### config.mk
export PLATFORM = sky130hd
export DESIGN_NAME = zif_pulse_sequencer
export DESIGN_NICKNAME = d
export VERILOG_FILES = /design/src/rtl/zif_pulse_sequencer.sv
export SDC_FILE = /design/constraint.sdc
export NUM_CORES = 1
export LEC_CHECK = 0
export ABC_AREA = 1
export BUFFER_PORTS_ARGS = -buffer_cell sky130_fd_sc_hd__buf_2
export CORE_ASPECT_RATIO = 0.9
export CORE_MARGIN = 1.5
export CORE_UTILIZATION = 56
export DETAILED_ROUTE_END_ITERATION = 16
export PLACE_DENSITY_LB_ADDON = 0.05
export SYNTH_ARGS = -nofsm -noshare
export SYNTH_HDL_FRONTEND = slang
export SYNTH_SLANG_ARGS = --single-unit
### constraint.sdc
create_clock -name osc -period 4.3 [get_ports osc]
set_input_delay 0.215 -clock osc [delete_from_list [all_inputs] [get_ports osc]]
set_output_delay 0.215 -clock osc [all_outputs]
set_load 0.01 [all_outputs]
### src/rtl/zif_pulse_sequencer.sv
// Sequences one timed PGM pulse on the ZIF socket per start command (osc domain).
// Optional: define ZIF_PULSE_AUTOINC_EN to post-increment zif_addr at the end of each sequence.
module zif_pulse_sequencer #(
    parameter int unsigned CNT_WIDTH   = 16,
    parameter int unsigned HOLD_CYCLES = 4,
    parameter logic [15:0] PULSE_RESET = 16'd240,
    parameter logic [7:0]  SETUP_RESET = 8'd12
) (
    input  logic        osc,
    input  logic        rst,
    input  logic        cmd_valid,
    input  logic [7:0]  cmd_addr,
    input  logic [7:0]  cmd_data,
    output logic [15:0] zif_addr,
    output logic [7:0]  zif_data,
    output logic        zif_data_oe,
    output logic        pgm_n,
    output logic        busy,
    output logic        done,
    output logic [7:0]  status
);

    typedef enum logic [2:0] {StIdle, StSetup, StPulse, StHold, StDone} state_e;

    state_e               state_q, state_d;
    logic [CNT_WIDTH-1:0] cnt_q, cnt_d;
    logic [15:0]          addr_q, addr_d;
    logic [7:0]           data_q, data_d;
    logic [7:0]           setup_q, setup_d;
    logic [15:0]          pulse_q, pulse_d;
    logic                 overrun_q, overrun_d;
    logic                 done_flag_q, done_flag_d;
    logic                 busy_q, busy_d;
    logic                 oe_q, oe_d;
    logic                 pgm_n_q, pgm_n_d;
    logic                 done_q, done_d;

    logic                 in_seq;
    logic                 wr_cfg;
    logic                 wr_ctrl;
    logic                 start_req;
    logic                 clr_req;
    logic                 start_ok;
    logic                 cnt_zero;
    logic [CNT_WIDTH-1:0] setup_load;
    logic [CNT_WIDTH-1:0] pulse_load;
    logic [CNT_WIDTH-1:0] hold_load;

    assign in_seq    = (state_q == StSetup) || (state_q == StPulse) || (state_q == StHold);
    assign wr_cfg    = cmd_valid && (cmd_addr >= 8'h10) && (cmd_addr <= 8'h15);
    assign wr_ctrl   = cmd_valid && (cmd_addr == 8'h16);
    assign start_req = wr_ctrl && cmd_data[0];
    assign clr_req   = wr_ctrl && cmd_data[1];
    // DONE counts as not busy, so a start there chains straight into SETUP.
    assign start_ok  = start_req && !in_seq;
    assign cnt_zero  = (cnt_q == '0);

    // A programmed length of 0 behaves as 1 rather than wrapping.
    assign setup_load = (setup_q == 8'd0)  ? '0 : CNT_WIDTH'(setup_q - 8'd1);
    assign pulse_load = (pulse_q == 16'd0) ? '0 : CNT_WIDTH'(pulse_q - 16'd1);
    assign hold_load  = CNT_WIDTH'(HOLD_CYCLES - 1);

    always_ff @(posedge osc) begin
        if (rst) begin
            state_q <= StIdle;
            cnt_q   <= '0;
        end else begin
            state_q <= state_d;
            cnt_q   <= cnt_d;
        end
    end

    always_comb begin
        state_d = state_q;
        cnt_d   = cnt_q;
        case (state_q)
            StIdle: begin
                if (start_ok) begin
                    state_d = StSetup;
                    cnt_d   = setup_load;
                end
            end
            StSetup: begin
                if (cnt_zero) begin
                    state_d = StPulse;
                    cnt_d   = pulse_load;
                end else begin
                    cnt_d = cnt_q - CNT_WIDTH'(1);
                end
            end
            StPulse: begin
                if (cnt_zero) begin
                    state_d = StHold;
                    cnt_d   = hold_load;
                end else begin
                    cnt_d = cnt_q - CNT_WIDTH'(1);
                end
            end
            StHold: begin
                if (cnt_zero) begin
                    state_d = StDone;
                end else begin
                    cnt_d = cnt_q - CNT_WIDTH'(1);
                end
            end
            StDone: begin
                if (start_ok) begin
                    state_d = StSetup;
                    cnt_d   = setup_load;
                end else begin
                    state_d = StIdle;
                end
            end
            default: state_d = StIdle;
        endcase

        // Pin outputs are registered from the next state so pgm_n cannot glitch.
        busy_d  = (state_d == StSetup) || (state_d == StPulse) || (state_d == StHold);
        oe_d    = busy_d;
        pgm_n_d = (state_d != StPulse);
        done_d  = (state_d == StDone);
    end

    always_comb begin
        addr_d      = addr_q;
        data_d      = data_q;
        setup_d     = setup_q;
        pulse_d     = pulse_q;
        overrun_d   = overrun_q;
        done_flag_d = done_flag_q;

`ifdef ZIF_PULSE_AUTOINC_EN
        if (state_q == StDone) begin
            addr_d = addr_q + 16'd1;
        end
`endif

        if (wr_cfg && !in_seq) begin
            case (cmd_addr)
                8'h10:   data_d        = cmd_data;
                8'h11:   addr_d[7:0]   = cmd_data;
                8'h12:   addr_d[15:8]  = cmd_data;
                8'h13:   setup_d       = cmd_data;
                8'h14:   pulse_d[7:0]  = cmd_data;
                8'h15:   pulse_d[15:8] = cmd_data;
                default: ;
            endcase
        end

        if (clr_req) begin
            overrun_d   = 1'b0;
            done_flag_d = 1'b0;
        end
        if (in_seq && (wr_cfg || start_req)) begin
            overrun_d = 1'b1;
        end
        if (state_q == StDone) begin
            done_flag_d = 1'b1;
        end
    end

    always_ff @(posedge osc) begin
        if (rst) begin
            addr_q      <= 16'h0000;
            data_q      <= 8'h00;
            setup_q     <= SETUP_RESET;
            pulse_q     <= PULSE_RESET;
            overrun_q   <= 1'b0;
            done_flag_q <= 1'b0;
            busy_q      <= 1'b0;
            oe_q        <= 1'b0;
            pgm_n_q     <= 1'b1;
            done_q      <= 1'b0;
        end else begin
            addr_q      <= addr_d;
            data_q      <= data_d;
            setup_q     <= setup_d;
            pulse_q     <= pulse_d;
            overrun_q   <= overrun_d;
            done_flag_q <= done_flag_d;
            busy_q      <= busy_d;
            oe_q        <= oe_d;
            pgm_n_q     <= pgm_n_d;
            done_q      <= done_d;
        end
    end

    assign zif_addr    = addr_q;
    assign zif_data    = data_q;
    assign zif_data_oe = oe_q;
    assign pgm_n       = pgm_n_q;
    assign busy        = busy_q;
    assign done        = done_q;
    assign status      = {5'b00000, overrun_q, done_flag_q, busy_q};

endmodule
==> results.py, run 1 <==
metrics = {
    "run_status": {
        "outcome": "complete, no violations",
    },
    "place": {
        "gp_congestion": 0.9427,
        "number_of_buffers_inserted_by_port_buffering": 49,
        "hpwl_um": 7882,
    },
    "pwr": {
        "power_per_cell_area_nw_per_um2": 314.3,
        "irDropWorstVdd_mv": 0.2355,
        "report.power.total_w": 0.001481,
        "total_leakage_power_nw": 2.291,
    },
    "synth": {
        "syn_avg_cell_area_sq_um": 6.377,
        "postSynth.topFlopCell": "dfxtp_1",
        "synth_compound_area_share_pct": 9.401,
        "adder_cell_share_of_the_synthesized_area_pct": 0.8759,
        "synth_cell_type_count": 31,
        "netlist_instances": 672,
        "synth.top_cell.area_share_pct": 33.64,
        "yosysWarningCount": 0,
        "synthXorXnorAreaFrac_pct": 4.088,
        "yosys.area_share.simple_pct": 41.34,
        "synth.most_common_cell": "nand2_1",
        "combinational_family_with_the_most_area_after_synthesis": "simple AND/OR/NAND/NOR gates",
        "synth_commonest_cells": "nand2_1 (166), nor2_1 (106), nand3_1 (82), inv_1 (73), dfxtp_1 (72)",
        "synth_sequential_area_ratio_pct": 33.64,
        "asyncSetResetFlopFracSynth_pct": 0,
        "synth.area.mux_share_pct": 0,
        "ys_top_cells_by_area": "dfxtp_1 (34%), nand2_1 (15%), nand3_1 (9.6%)",
        "mappedNetlistArea_sq_um": 4285,
        "synth_enable_flop_cells": 0,
        "synth-seq-cells": 72,
        "synth_top_cell_by_area": "dfxtp_1",
    },
    "cts": {
        "cts-root-buf": "clkbuf_8",
        "clock_tree_from_tritoncts": "built",
        "cts.sink_count": 72,
        "cts.reportedPaths.clkPinSlew_ps": 90,
        "worst_skew_pair.late_latency_ps": 360,
        "cts_post_setup_buffers_inserted": 0,
        "post_cts_hold_buffer_count": 0,
        "cts_buffer_count": 9,
        "max-clock-path-buffers": 2,
        "cts.htree.levels": 3,
        "cts_resized": 0,
    },
    "setup_path": {
        "critical_path_class": "reg -> reg",
        "crit_path_max_fanout": 41,
        "setup.worst_path.start_class": "flop",
        "worstPathArrival_ps": 2730,
        "worstPathRequired_ps": 4570,
        "crit_path_end_kind": "flop",
    },
    "floorplan": {
        "core-area_sq_um": 7470,
        "design.die.area_sq_um": 8187,
        "rows": 30,
        "fp.dieH_um": 85.99,
        "start_util_pct": 57.37,
        "dieWidth_um": 95.21,
        "ioPinCount": 55,
    },
    "routing": {
        "drt_wl_total_um": 10920,
        "drt_first_pass_iters": 5,
        "dr.first_iter.drc_count": 283,
        "vias_per_cell": 5.301,
        "count_of_unresolved_drc_violations_after_routing": 0,
        "routed-via-count": 4299,
        "ant_nets": 0,
        "wl_per_cell_um": 13.46,
    },
    "cells_and_area": {
        "design.final.nets": 732,
        "multi_input_comb_area_sq_um": 2406,
        "filler_cell_count": 745,
        "drive_above_1_share_pct": 12.17,
        "synthToLayoutAreaGrowth_pct": 9.985,
        "sequential_cell_area_sq_um": 1441,
        "antenna_cells": 0,
    },
    "timing": {
        "timing.fmax_mhz": 405.5,
        "setup_tns_ps": 0,
        "timing.final.setup_violations": 0,
        "final_setup_skew_ps": 16.47,
        "tightestPinTransition_ps": 955.7,
        "finalCriticalPeriod_ps": 2466,
        "timing.final.max_slew_violations": 0,
        "final-hold-violation-count": 0,
        "maxSlewHeadroom_pct": 36.29,
        "timing.final.crit_share_pct": 57.35,
        "rsz_0062_raised_after_global_routing": "false",
        "fin_worst_hold_slack_ps": 191.6,
    },
    "global_routing": {
        "largest_net_degree_at_the_start_of_global_routing": 52,
        "number_of_antenna_violations_at_the_first_check_in_global_routing": 0,
        "global_route_wire_length_before_repair_um": 17780,
        "track_usage_pct": 27.85,
        "grt.overflow.total": 0,
        "first_global_vias": 3757,
    },
    "flow_run": {
        "cap_viol_max_count": 0,
    },
    "hold_path": {
        "tightest_hold_check_type": "in -> reg",
    },
}
==> routing by layer <==
metal	vias up	wire (um)	global-route usage (%)
met5	-	0	0
met2	99	4967	43.91
met4	0	133	6.106
met3	14	583	6.826
met1	1983	5232	38.28
li1	2203	-	-
==> final cells by class <==
| type | instances | area share, % |
|---|---|---|
| inverters | 76 | 6.053 |
| flip-flops and latches | 72 | 30.58 |
| repair buffers | 50 | 5.362 |
| multi-input cells | 501 | 51.05 |
| well taps | 96 | 2.548 |
| clock inverters | 7 | 1.779 |
| clock buffers | 9 | 2.628 |
==> critical path: stages, from the launching register on <==
cell	delay (ps)
dfxtp_1	350
nor2_1	630
nor2_1	280
nor2_8	540
nand2_2	310
nor2_1	180
nor2_1	60
==> power breakdown <==
group | switching (W) | internal, W | total, W
clock network | 0.000298 | 0.000279 | 0.000577
logic | 0.000165 | 0.0000626 | 0.000228
registers | 0.00000516 | 0.000672 | 0.000677
==> sequential cells by signal, summed over array words and instances, names as in the netlist <==
register	flops
pulse_q	16
overrun_q	1
zif_addr	16
pgm_n	1
zif_data	8
done_flag_q	1
done	1
state_q	3
setup_q	8
cnt_q	16
zif_data_oe	1
==> layout by cell type (no fill, tap or decap), types with 2 or more instances in the layout <==
cell type	n
nand2_1	166
nor2_1	106
nand3_1	82
inv_1	73
dfxtp_1	72
a21oi_1	53
buf_2	49
o21ai_0	23
xor2_1	17
nand4_1	11
clkbuf_8	9
nand2_2	5
nor3_1	5
conb_1	5
nand2_4	4
inv_2	3
nor2_2	3
nor4_4	3
nand3b_1	3
xnor2_1	3
ha_1	3
inv_6	3
o21bai_1	2
nand2b_1	2
==> cells by family (layout without fill, tap and decap cells) <==
family,Yosys count,in the layout
AOI/OAI and AO/OA,79,79
xor gates and xnor gates,20,20
adders and majority gates,3,3
buffers and inverters,103,142
DFF,72,72
other,1,5
and+or+nand+nor,394,394
==> stage by stage <==
step	util [%]	cells	instance area (sq um)	setup WS (ps)
finish	63.10	811	4713	1834
detailed placement	60.32	795	4506	1897
floorplan	-	676	4300	2721
CTS	63.10	811	4713	1877
global placement	60.32	795	4506	2041
global route	63.10	811	4713	1572
==> final timing paths <==
| kind | slack (ps) | depth (start not counted) | startpoint | to |
|---|---|---|---|---|
| worst min register to register | 460 | 2 | zif_data[0] | zif_data[0] |
| worst min-delay path | 190 | 3 | cmd_data[5] | pulse_q[13] |
| worst max register to register | 1830 | 6 | state_q[0] | pulse_q[10] |
| worst max-delay path | 1830 | 6 | state_q[0] | pulse_q[10] |
Power figures use the tool's default switching activity.
==> inputs of run 2 (changes only) <==
--- a/config.mk
+++ b/config.mk
@@ -9,7 +9,7 @@
 export BUFFER_PORTS_ARGS = -buffer_cell sky130_fd_sc_hd__buf_2
 export CORE_ASPECT_RATIO = 0.9
 export CORE_MARGIN = 1.5
-export CORE_UTILIZATION = 56
+export CORE_UTILIZATION = 53
 export DETAILED_ROUTE_END_ITERATION = 16
 export PLACE_DENSITY_LB_ADDON = 0.05
 export SYNTH_ARGS = -nofsm -noshare
==> constraint.sdc (replaced) <==
create_clock -name osc -period 2.1 [get_ports osc]
set_input_delay 0.105 -clock osc [delete_from_list [all_inputs] [get_ports osc]]
set_output_delay 0.105 -clock osc [all_outputs]
set_load 0.01 [all_outputs]
==> results.py, run 2 (synthesis gave the netlist of run 1 again) <==
metrics = {
    "setup_path": {
        "crit_slowest_cell": "dfxtp_1",
        "rr_startpoint": "pulse_q[0]",
        "worstPathArrival_ps": 2190,
        "worstPathBufferInverterCount": 3,
        "cp_slowest_stage_delay_ps": 300,
        "cp_top_family": "simple AND/OR/NAND/NOR gates",
        "crit_chain": "inv_1 > ha_1 > nand2_1 > nor2_1 > nand3b_1 > nand3_2 > inv_1 > nand2_1 > o21ai_0 > o21ai_0 > inv_1",
        "worstPathRequired_ps": 2360,
        "rr_worst_depth": 11,
        "rrSetupSlack_ps": 170,
        "most_used_cell_cp": "inv_1",
        "critPathLaunch": "pulse_q[0]",
        "timing.rr.end": "cnt_q[10]",
        "setup.worst_path.start_class": "flop",
        "critical_path_class": "reg -> reg",
        "crit_path_end_kind": "flop",
        "crit_path_max_fanout": 5,
    },
    "pwr": {
        "irDropWorstVdd_mv": 0.4011,
        "report.power.total_w": 0.003282,
        "total_leakage_power_nw": 2.371,
        "power_per_cell_area_nw_per_um2": 675.9,
    },
    "timing": {
        "finalCriticalPeriod_ps": 1928,
        "tightestPinTransition_ps": 746.6,
        "final_setup_skew_ps": 12.18,
        "timing.final.crit_share_pct": 91.82,
        "timing.final.setup_violations": 0,
        "final-hold-violation-count": 0,
        "timing.fmax_mhz": 518.6,
        "timing.final.max_slew_violations": 0,
        "maxSlewHeadroom_pct": 50.17,
    },
    "global_routing": {
        "number_of_antenna_violations_at_the_first_check_in_global_routing": 0,
        "global_route_wire_length_before_repair_um": 18800,
        "first_global_vias": 4026,
        "track_usage_pct": 27.21,
        "largest_net_degree_at_the_start_of_global_routing": 51,
        "grt.overflow.total": 0,
    },
    "floorplan": {
        "design.die.area_sq_um": 8635,
        "rows": 30,
        "ioPinCount": 55,
        "fp.dieH_um": 88.31,
        "dieWidth_um": 97.79,
        "core-area_sq_um": 7695,
        "start_util_pct": 55.69,
    },
    "cells_and_area": {
        "antenna_cells": 0,
        "design.final.nets": 742,
        "synthToLayoutAreaGrowth_pct": 13.31,
        "final_common_cell": "nand2_1",
        "drive_above_1_share_pct": 14.21,
        "fin_area_sq_um": 4856,
        "mostFrequentLayoutCells": "nand2_1 (165), nor2_1 (104), nand3_1 (80)",
    },
    "flow_run": {
        "cap_viol_max_count": 0,
    },
    "run_status": {
        "outcome": "complete, no violations",
    },
    "routing": {
        "dr.first_iter.drc_count": 370,
        "wl_per_cell_um": 14.10,
        "drt_wl_total_um": 11580,
        "drt_first_pass_iters": 5,
        "vias_per_cell": 5.412,
        "count_of_unresolved_drc_violations_after_routing": 0,
        "ant_nets": 0,
        "routed-via-count": 4443,
    },
    "hold_path": {
        "tightest_hold_check_type": "in -> reg",
        "hold_path_end": "zif_addr[15]",
        "min_from": "cmd_data[7]",
        "holdPathStages": 3,
    },
    "place": {
        "gp_congestion": 0.9363,
        "place_area_sq_um": 4581,
        "hpwl_um": 8418,
        "number_of_buffers_inserted_by_port_buffering": 49,
    },
    "cts": {
        "cts.reportedPaths.clkPinSlew_ps": 90,
        "clock_tree_from_tritoncts": "built",
        "cts.sink_count": 72,
        "cts_buffer_count": 9,
        "cts_post_setup_buffers_inserted": 0,
        "max-clock-path-buffers": 2,
        "post_cts_hold_buffer_count": 0,
        "cts.htree.levels": 3,
        "worst_skew_pair.late_latency_ps": 360,
        "cts-root-buf": "clkbuf_8",
    },
}
-- run 2: cell types whose count changed in the layout (fill, tap and decap cells not counted) --
cell       change
nand2_2        +1
nand3_2        +2
nand2_1        -1
o21ai_0        -1
bufinv_16      +2
o21ai_1        +1
nand3_1        -2
nor2_2         +1
buf_4         +10
ha_2           +1
nor2_1         -2
ha_1           -1
inv_6          -2
nor2_4         +1
-- run 2: per-layer routing --
metal,track usage (%),up-vias,part of all wire (%)
li1,-,2235,-
met1,36.55,2029,46
met2,45.39,153,45
met3,4.818,26,7.5
met4,8.052,0,1.9
met5,0,-,0
-- run 2: worst min-delay path: cells and delay by family --
kind	cells	cell delay, ps
simple gates	1	90
buf+inv	1	150
compound gates	1	50
-- run 2: cell type report --
type	count	area, sq um
well taps	96	120.1
flip-flops and latches	72	1441
clock buffers	9	123.9
inverters	76	285.3
fillers	756	2839
clock inverters	7	126.4
repair buffers	60	327.8
multi-input cells	501	2431
-- run 2: metrics by stage --
stage	std cells	hold WS [ps]	TNS (ps)	worst slack, ps	utilization [%]
floorplan	676	239.9	0	520.7	-
global placement	805	444.7	0	206.9	59.53
detailed placement	805	451.5	0	95.24	59.53
CTS	821	74.97	0	73.94	62.78
global route	821	86.36	-45.24	-30.36	63.11
finish	821	84.18	0	171.8	63.11
-- run 2: how the worst max path moves through the flow --
stage,end,cells after the start
after floorplan,cnt_q[10],11
after global placement,cnt_q[10],11
after detailed placement,cnt_q[8],10
after CTS,cnt_q[8],10
after global routing,cnt_q[14],10
final,cnt_q[10],11
-- run 2: where the power goes --
part           switching [W]  leakage [nW]  internal [W]
logic               0.000351          1.67      0.000143
clock network       0.000598         0.122      0.000804
registers          0.0000114         0.580       0.00137
-- run 2: what timing repair did --
action,CTS,global route
setup endpoints to repair,0,15
resized for setup,0,8
endpoints found under the hold margin,0,0
